===== config.mk =====
export PLATFORM = sky130hd
export DESIGN_NAME = reservoir_epoch_controller
export DESIGN_NICKNAME = d
export VERILOG_FILES = /design/src/rtl/reservoir_epoch_controller.sv
export SDC_FILE = /design/constraint.sdc
export NUM_CORES = 1
export LEC_CHECK = 0
export ABC_CLOCK_PERIOD_IN_PS = 2800
export CAP_MARGIN = 20
export CELL_PAD_IN_SITES_DETAIL_PLACEMENT = 1
export CELL_PAD_IN_SITES_GLOBAL_PLACEMENT = 2
export CORE_MARGIN = 2
export CORE_UTILIZATION = 32
export DETAILED_ROUTE_END_ITERATION = 8
export PLACE_DENSITY = 0.84
export SLEW_MARGIN = 15
export SYNTH_ARGS = -nofsm -noshare
export SYNTH_HDL_FRONTEND = slang
export SYNTH_SLANG_ARGS = --single-unit

===== constraint.sdc =====
create_clock -name clk -period 2.8 [get_ports clk]
set_input_delay 0.42 -clock clk [delete_from_list [all_inputs] [get_ports clk]]
set_output_delay 0.42 -clock clk [all_outputs]
set_load 0.05 [all_outputs]

===== src/rtl/reservoir_epoch_controller.sv =====
// Reservoir epoch sequencer: fetch sample, drive, settle, then stream per-neuron spike counts.
// Optional FETCH watchdog compiled in with `define RESERVOIR_FETCH_TIMEOUT_EN.
module reservoir_epoch_controller #(
    parameter int N_NEURONS     = 10,
    parameter int DRIVE_CYCLES  = 8,
    parameter int SETTLE_CYCLES = 4,
    parameter int CNT_W         = 8,
    parameter int NUM_SAMPLES   = 200,
    parameter int TIMEOUT       = 64,
    localparam int IDX_W        = (N_NEURONS > 1) ? $clog2(N_NEURONS) : 1
) (
    input  logic                 clk,
    input  logic                 rst,
    input  logic                 start,
    input  logic                 stop,
    input  logic [31:0]          sample_in,
    input  logic                 sample_valid,
    output logic                 sample_ready,
    output logic [31:0]          ext_input,
    output logic                 neuron_en,
    input  logic [N_NEURONS-1:0] spikes_in,
    output logic                 rd_valid,
    input  logic                 rd_ready,
    output logic [IDX_W-1:0]     rd_idx,
    output logic [CNT_W-1:0]     rd_count,
    output logic [15:0]          sample_cnt,
    output logic                 busy,
    output logic                 epoch_done,
    output logic                 err
);

    localparam int PH_MAX = (DRIVE_CYCLES > SETTLE_CYCLES) ? DRIVE_CYCLES : SETTLE_CYCLES;
    localparam int PH_W   = (PH_MAX > 1) ? $clog2(PH_MAX) : 1;
    localparam logic [CNT_W-1:0] CNT_MAX = '1;

    if (N_NEURONS < 1 || DRIVE_CYCLES < 1 || SETTLE_CYCLES < 1 || CNT_W < 1 ||
        NUM_SAMPLES < 1 || TIMEOUT < 1) begin : g_bad_params
        $error("reservoir_epoch_controller: size parameters must all be at least 1");
    end

    typedef enum logic [2:0] {
        IDLE,
        FETCH,
        DRIVE,
        SETTLE,
        READOUT
    } state_t;

    state_t            state_q;
    logic [PH_W-1:0]   phase_q;
    logic              sampleReady_q;
    logic [31:0]       extInput_q;
    logic              neuronEn_q;
    logic              rdValid_q;
    logic [IDX_W-1:0]  rdIdx_q;
    logic [CNT_W-1:0]  rdCount_q;
    logic [15:0]       sampleCnt_q;
    logic              busy_q;
    logic              epochDone_q;
    logic              err_q;

    logic [CNT_W-1:0]  spikeCnt_q [N_NEURONS];
    logic [CNT_W-1:0]  spikeCnt_d [N_NEURONS];

    logic              countEn;
    logic              fetchAccept;
    logic [IDX_W-1:0]  rdIdxInc;
    logic [15:0]       sampleCntInc;

`ifdef RESERVOIR_FETCH_TIMEOUT_EN
    localparam int TO_W = (TIMEOUT > 1) ? $clog2(TIMEOUT) : 1;
    logic [TO_W-1:0]   fetchTimer_q;
`endif

    assign countEn      = (state_q == DRIVE) || (state_q == SETTLE);
    assign fetchAccept  = (state_q == FETCH) && sample_valid && sampleReady_q;
    assign rdIdxInc     = rdIdx_q + IDX_W'(1);
    assign sampleCntInc = sampleCnt_q + 16'd1;

    // Saturating per-neuron increment; the readout loads from this so the last SETTLE spike is included.
    always_comb begin
        for (int i = 0; i < N_NEURONS; i++) begin
            spikeCnt_d[i] = spikeCnt_q[i];
            if (countEn && spikes_in[i] && (spikeCnt_q[i] != CNT_MAX)) begin
                spikeCnt_d[i] = spikeCnt_q[i] + CNT_W'(1);
            end
        end
    end

    always_ff @(posedge clk) begin
        for (int i = 0; i < N_NEURONS; i++) begin
            if (!rst || fetchAccept) begin
                spikeCnt_q[i] <= '0;
            end else begin
                spikeCnt_q[i] <= spikeCnt_d[i];
            end
        end
    end

    always_ff @(posedge clk) begin
        if (!rst) begin
            state_q       <= IDLE;
            phase_q       <= '0;
            sampleReady_q <= 1'b0;
            extInput_q    <= '0;
            neuronEn_q    <= 1'b0;
            rdValid_q     <= 1'b0;
            rdIdx_q       <= '0;
            rdCount_q     <= '0;
            sampleCnt_q   <= '0;
            busy_q        <= 1'b0;
            epochDone_q   <= 1'b0;
            err_q         <= 1'b0;
`ifdef RESERVOIR_FETCH_TIMEOUT_EN
            fetchTimer_q  <= '0;
`endif
        end else begin
            epochDone_q <= 1'b0;
            err_q       <= 1'b0;
            // Abort keeps sample_cnt so software can see how far the run got.
            if (stop) begin
                state_q       <= IDLE;
                phase_q       <= '0;
                sampleReady_q <= 1'b0;
                extInput_q    <= '0;
                neuronEn_q    <= 1'b0;
                rdValid_q     <= 1'b0;
                rdIdx_q       <= '0;
                rdCount_q     <= '0;
                busy_q        <= 1'b0;
            end else begin
                case (state_q)
                    IDLE: begin
                        if (start) begin
                            state_q       <= FETCH;
                            sampleCnt_q   <= '0;
                            sampleReady_q <= 1'b1;
                            busy_q        <= 1'b1;
`ifdef RESERVOIR_FETCH_TIMEOUT_EN
                            fetchTimer_q  <= '0;
`endif
                        end
                    end
                    FETCH: begin
                        if (fetchAccept) begin
                            state_q       <= DRIVE;
                            sampleReady_q <= 1'b0;
                            extInput_q    <= sample_in;
                            neuronEn_q    <= 1'b1;
                            phase_q       <= '0;
                        end
`ifdef RESERVOIR_FETCH_TIMEOUT_EN
                        else if (fetchTimer_q == TO_W'(TIMEOUT - 1)) begin
                            state_q       <= IDLE;
                            sampleReady_q <= 1'b0;
                            busy_q        <= 1'b0;
                            err_q         <= 1'b1;
                        end else begin
                            fetchTimer_q  <= fetchTimer_q + TO_W'(1);
                        end
`endif
                    end
                    DRIVE: begin
                        if (phase_q == PH_W'(DRIVE_CYCLES - 1)) begin
                            state_q    <= SETTLE;
                            extInput_q <= '0;
                            phase_q    <= '0;
                        end else begin
                            phase_q    <= phase_q + PH_W'(1);
                        end
                    end
                    SETTLE: begin
                        if (phase_q == PH_W'(SETTLE_CYCLES - 1)) begin
                            state_q    <= READOUT;
                            neuronEn_q <= 1'b0;
                            rdValid_q  <= 1'b1;
                            rdIdx_q    <= '0;
                            rdCount_q  <= spikeCnt_d[0];
                        end else begin
                            phase_q    <= phase_q + PH_W'(1);
                        end
                    end
                    READOUT: begin
                        if (rd_ready) begin
                            if (rdIdx_q == IDX_W'(N_NEURONS - 1)) begin
                                rdValid_q   <= 1'b0;
                                rdIdx_q     <= '0;
                                rdCount_q   <= '0;
                                sampleCnt_q <= sampleCntInc;
                                if (sampleCntInc == 16'(NUM_SAMPLES)) begin
                                    state_q     <= IDLE;
                                    busy_q      <= 1'b0;
                                    epochDone_q <= 1'b1;
                                end else begin
                                    state_q       <= FETCH;
                                    sampleReady_q <= 1'b1;
`ifdef RESERVOIR_FETCH_TIMEOUT_EN
                                    fetchTimer_q  <= '0;
`endif
                                end
                            end else begin
                                rdIdx_q   <= rdIdxInc;
                                rdCount_q <= spikeCnt_d[rdIdxInc];
                            end
                        end
                    end
                    default: begin
                        state_q <= IDLE;
                    end
                endcase
            end
        end
    end

    assign sample_ready = sampleReady_q;
    assign ext_input    = extInput_q;
    assign neuron_en    = neuronEn_q;
    assign rd_valid     = rdValid_q;
    assign rd_idx       = rdIdx_q;
    assign rd_count     = rdCount_q;
    assign sample_cnt   = sampleCnt_q;
    assign busy         = busy_q;
    assign epoch_done   = epochDone_q;
    assign err          = err_q;

endmodule


==> flow_summary_export.csv, run 1 <==
group,metric,value,unit
clock_network,cts_max_path_buffers,2,
global_routing,grt_pass1_wl,45100,um
cells_and_area,diodes,0,
drt,antenna_left,0,
logic_synthesis,syn-num-nets,1129,
critical_path,arrival,2780,ps
clock_network,numCtsBuffers,17,
placement,place.gp.congestion,0.857,
min_path,hold_class,"register to register",
drt,drt-wirelength-per-cell,18.4,um
logic_synthesis,ys_seq_area_frac,0.361,
logic_synthesis,avgSynthCellArea,7.86,sq um
drt,drtIter0Drc,469,
flow_run,maxCapViolations,0,
drt,route.met3.wl,915,um
floorplan,start_util,0.323,
sta,slew_violations,0,
power,power.density,462,nW/um^2
global_routing,grt_max_degree,80,
global_routing,antenna_found_initial,0,
critical_path,crit_family,"simple AND/OR/NAND/NOR gates",
drt,top_layer,"met4",
logic_synthesis,synth_area_leader_cell,"dfxtp_1",
sta,relSlewSlack,0.296,
cells_and_area,n_fill_cell,3081,
clock_network,cts_tree,"built",
sta,timing.final.crit_share,0.881,
sta,hold_viol,0,
critical_path,critical_path_required,3110,ps
sta,max_freq,0.406,GHz
logic_synthesis,yosysWarnings,0,
critical_path,crit_slowest_cell,"dfxtp_1",
clock_network,cts_resized,0,
drt,dr_wl_met2,13200,um
logic_synthesis,async_reset_ff_frac,0,
cells_and_area,multiInputGateArea,5010,sq um
cells_and_area,layout-drive-gt1-share,0.0795,
drt,vias_per_cell,5.44,
placement,port_buffers,112,
power,ir_worst_vdd,257,uV
logic_synthesis,synth_edf_count,0,
drt,wl_met1,13300,um
critical_path,critical_path.max_stage_delay,490,ps
critical_path,crit_buf_inv,0,
global_routing,grt_pass1_vias,8161,
power,leakagePower,0.00369,uW
cells_and_area,ff_latch_area,3020,sq um
clock_network,cts_sinks,151,
sta,skew,15.3,ps
drt,routed_wl,28000,um
floorplan,rows,59,
clock_network,clk_latency,430,ps
clock_network,cts_hold_buf,0,
drt,dr.pass1.iters,5,
clock_network,clk_pin_slew,70,ps
global_routing,grt_usage,0.203,
logic_synthesis,yosysTopAreaCellShare,0.361,
run_status,status,"completed",
floorplan,core,25900,sq um
drt,num_vias,8258,
cells_and_area,postLayoutCoreUtil,0.408,
clock_network,cts_root_buf,"clkbuf_16",
drt,route.detailed.drc,0,
floorplan,die_y,166,um
critical_path,critPathLaunchType,"register",
floorplan,die_w,166,um
floorplan,ios,114,
clock_network,post_cts_buffers,0,
sta,setup-tns-final,0,ps
logic_synthesis,synthCells,1065,
floorplan,dieArea,27500,sq um
sta,rsz0062_at_grt,"false",
logic_synthesis,ys_ff_latch,151,
sta,tightest_slew,1050,ps
logic_synthesis,synthTopCellsByArea,"dfxtp_1 (36%), nand2_1 (5.4%), nor2_1 (5.4%), nand3_1 (4.7%), mux2i_1 (4.3%)",
logic_synthesis,synth_area,8380,sq um
critical_path,timing.critical_path.cells,"ha_1, nand3_1, or3_1, nor2_4, xnor2_1, nand4_1, o31ai_1, a21oi_1",
global_routing,grt-ovfl-total,0,
critical_path,cp_max_fo,8,
sta,min_period,2470,ps
clock_network,h-tree-depth,4,
placement,hpwl,20300,um
critical_path,worst_setup_path_end_kind,"register",
critical_path,crit_type,"register to register",
cells_and_area,layout.nets,1234,
sta,setup_violations,0,
logic_synthesis,synth_top_flop_cell,"dfxtp_1",
logic_synthesis,synth_cell_types,76,
cells_and_area,area_growth,26.4,%
## cells in the final DEF (no fill, tap or decap), types with 23 or more instances in the layout
cell type,synthesis,layout
nand2_1,121,120
nor3_1,31,30
a21oi_1,69,69
nor2b_1,30,30
nand3_1,79,79
xor2_1,23,23
buf_4,4,35
dfxtp_1,151,151
xnor2_1,25,25
nor2_1,121,121
mux2i_1,36,36
o21ai_0,41,41
clkdlybuf4s50_1,0,111
## worst paths after layout
| path | cells after the start | from | slack, ps | to |
|---|---|---|---|---|
| setup / recovery | 8 | sample_cnt[1] | 330 | busy |
| hold / removal | 2 | ext_input[12] | 450 | ext_input[12] |
| setup reg to reg | 8 | sample_cnt[1] | 330 | busy |
| hold reg to reg | 2 | ext_input[12] | 450 | ext_input[12] |
## flip-flops by register name, indices dropped and copies added, names as in the netlist, 3 cells and up
register,cells
spikeCnt_q,80
ext_input,32
sample_cnt,16
rd_count,8
rd_idx,4
phase_q,3
state_q,3
## per-stage QoR
step	setup WS [ps]	cells	hold slack [ps]	instance area (sq um)	total power (uW)
detailed placement	192	1486	443	9960	2490
finish	334	1518	451	10600	4890
CTS	340	1518	453	10600	4950
floorplan	310	1065	462	8380	2360
global route	79.6	1518	461	10600	5070
global placement	213	1486	437	9960	2490
## cell usage after synthesis, types with 4 or more instances
master,n
dfxtp_1,151
nand2_1,121
nor2_1,121
nand3_1,79
a21oi_1,69
clkbuf_1,43
o21ai_0,41
mux2i_1,36
nor3_1,31
nor2b_1,30
xnor2_1,25
xor2_1,23
inv_1,20
nand4_1,20
a31oi_1,17
o211ai_1,17
ha_1,16
and3_1,15
buf_2,14
nand2b_1,13
nor4_1,10
and4_1,9
o21a_1,8
or3_1,8
a211oi_1,7
nand4b_1,7
nor3b_1,7
and2_1,6
nand3b_1,6
o2111ai_1,6
a21boi_0,5
or2_2,5
a311oi_1,4
and3b_1,4
buf_4,4
o221ai_1,4
o31ai_1,4
## layout make-up
type,instances,area share
Inverter,20,0.00709
Clock inverter,13,0.0160
Tap cell,335,0.0396
Timing Repair Buffer,149,0.135
Clock buffer,19,0.0428
Sequential cell,151,0.286
Multi-Input combinational cell,831,0.473
## metal layers
layer / vias up / track usage
li1: 4020 / -
met1: 4070 / 0.276
met2: 140 / 0.333
met3: 28 / 0.0319
met4: 0 / 0.0590
met5: - / 0
## worst min-delay path, cell delays in order (launching register included)
cell and delay, ps:
dfxtp_1 310, nand2_1 50, a21oi_1 50
## cells by family after synthesis
logic type | count (synthesis) | share of synthesized area
and+or+nand+nor | 509 | 0.308
AOI/OAI and AO/OA | 218 | 0.167
DFF | 151 | 0.361
buffers and inverters | 83 | 0.0420
xor gates and xnor gates | 48 | 0.0502
muxes | 39 | 0.0471
adders and majority gates | 16 | 0.0239
other | 1 | 0.000448
## report_power, final
| group | leakage (uW) | internal, uW | total, uW | switching [uW] |
|---|---|---|---|---|
| logic | 0.00218 | 115 | 272 | 157 |
| clock network | 0.000292 | 1460 | 2450 | 991 |
| registers | 0.00122 | 2160 | 2170 | 11.1 |
Note: power is estimated with default switching activity, not from simulation.
==> run 2, diff against run 1 <==
- CORE_MARGIN: 2 -> 3
==> run 2 against run 1 <==
Net effect:
- worst setup slack lost 110 ps
- cell area down 0.38%
- power fell by 2.7%
- sequential share of layout area up 0.11 points
- utilization increased by 0.55 points
- clock skew shrank 1.4 ps
- hold slack about the same
- sequential power barely moved
- routed wire length rose by 1.1%
- cell count is 0.26% lower
- global-route usage fell by 0.28 points
==> flow_summary_export.csv, run 2 (synthesized netlist as in run 1, its figures left out) <==
group,metric,value,unit
run_status,status,"completed",
critical_path,cp_max_fo,9,
cells_and_area,largest_register,"spikeCnt_q",
placement,place.gp.congestion,0.916,
cells_and_area,multiInputGateArea,5010,sq um
floorplan,ios,114,
sta,setup-tns-final,0,ps
sta,rsz0062_at_grt,"false",
cells_and_area,finalNonFillerCells,1514,
placement,hpwl,20900,um
flow_run,maxCapViolations,0,
placement,dp.cells,1480,
global_routing,grt_max_degree,80,
cells_and_area,postLayoutCoreUtil,0.414,
drt,route.detailed.drc,0,
clock_network,cts_max_path_buffers,2,
drt,num_vias,8206,
global_routing,gr-usage-met1,0.274,
power,swShare,0.256,
sta,slew_violations,0,
power,pwr-share-clk,0.487,
drt,dr.pass1.iters,5,
drt,routed_wl,28300,um
placement,place_area,9950,sq um
global_routing,grt-busiest-layer,"met2",
cells_and_area,area_growth,25.9,%
cells_and_area,layout.nets,1234,
critical_path,crit_type,"register to register",
cells_and_area,fin_area,10500,sq um
drt,antenna_left,0,
floorplan,start_util,0.329,
drt,vias_per_cell,5.42,
min_path,hold_class,"register to register",
floorplan,core,25500,sq um
placement,port_buffers,112,
cells_and_area,layout-drive-gt1-share,0.0786,
global_routing,antenna_found_initial,0,
sta,tightest_slew,856,ps
sta,min_period,2570,ps
cells_and_area,n_fill_cell,3082,
power,ir_worst_vdd,238,uV
clock_network,post_cts_buffers,0,
global_routing,grt_usage,0.200,
floorplan,dieArea,28200,sq um
power,switchingPower,1220,uW
clock_network,clk_latency,430,ps
drt,drt-wirelength-per-cell,18.7,um
cells_and_area,largest_register_ffs,80,
global_routing,grt-ovfl-total,0,
sta,max_freq,0.388,GHz
power,leakagePower,0.00368,uW
clock_network,cts_root_buf,"clkbuf_16",
cells_and_area,ff_latch_area,3020,sq um
power,power.density,451,nW/um^2
floorplan,die_w,168,um
clock_network,cts_sinks,151,
clock_network,cts_resized,0,
drt,drtIter0Drc,550,
sta,setup_violations,0,
clock_network,cts_tree,"built",
power,power,4760,uW
critical_path,critPathLaunchType,"register",
critical_path,critical_path_required,3150,ps
global_routing,grt_pass1_vias,8139,
global_routing,use_met3,0.0272,
sta,hold_viol,0,
sta,skew,13.8,ps
sta,timing.final.crit_share,0.919,
clock_network,cts_hold_buf,0,
power,power_frac_comb,0.058,
floorplan,die_y,168,um
cells_and_area,final_common_cell,"dfxtp_1",
power,seqPwrFrac,0.455,
floorplan,rows,58,
power,power.internal,3540,uW
global_routing,grt_use_met2,0.332,
global_routing,grt_pass1_wl,45500,um
clock_network,clk_pin_slew,70,ps
cells_and_area,layout_common_cells,"dfxtp_1 (151), nor2_1 (121), nand2_1 (120)",
clock_network,numCtsBuffers,17,
critical_path,worst_setup_path_end_kind,"register",
clock_network,h-tree-depth,4,
sta,relSlewSlack,0.425,
critical_path,arrival,2920,ps
run 2: path summary, 6_finish.rpt:
path	start	end	cells after the start	slack, ps
worst max-delay path	state_q[2]	rd_count[7]	7	230
worst max register to register	state_q[2]	rd_count[7]	7	230
worst min-delay path	ext_input[19]	ext_input[19]	2	450
worst min register to register	ext_input[19]	ext_input[19]	2	450
run 2: per-layer routing:
metal  up-vias  routed length [um]
met4         0                 449
met2       133               13600
met3        24                 895
met5         -                   0
li1       4034                   -
met1      4015               13400
run 2: layout make-up:
type,instances,share of cell area
sequential,151,0.287
inverter,20,0.00712
clock buffer,17,0.0403
antenna,1,0.000237
timing repair buffer,149,0.136
multi-input combinational,831,0.475
tap,330,0.0392
clock inverter,15,0.0150
run 2: power groups by stage:
stage | Combinational, uW | Clock (uW) | Sequential (uW)
global placement | 278 | 0 | 2210
CTS | 281 | 2370 | 2170
floorplan | 106 | 0 | 2250
detailed placement | 279 | 0 | 2220
finish | 276 | 2320 | 2170
global route | 300 | 2470 | 2170
run 2: stage by stage:
stage               setup slack [ps]  hold slack [ps]
floorplan                        310              462
global placement                 164              437
detailed placement               127              443
CTS                              179              452
global route                    48.5              465
finish                           226              451
run 2: critical path: stages (launching register included):
cell and delay, ps:
dfxtp_1 620, or3b_1 570, or2_0 430, or2_4 340, nand2_1 90, o21bai_1 100
o221ai_1 160, a31oi_1 180
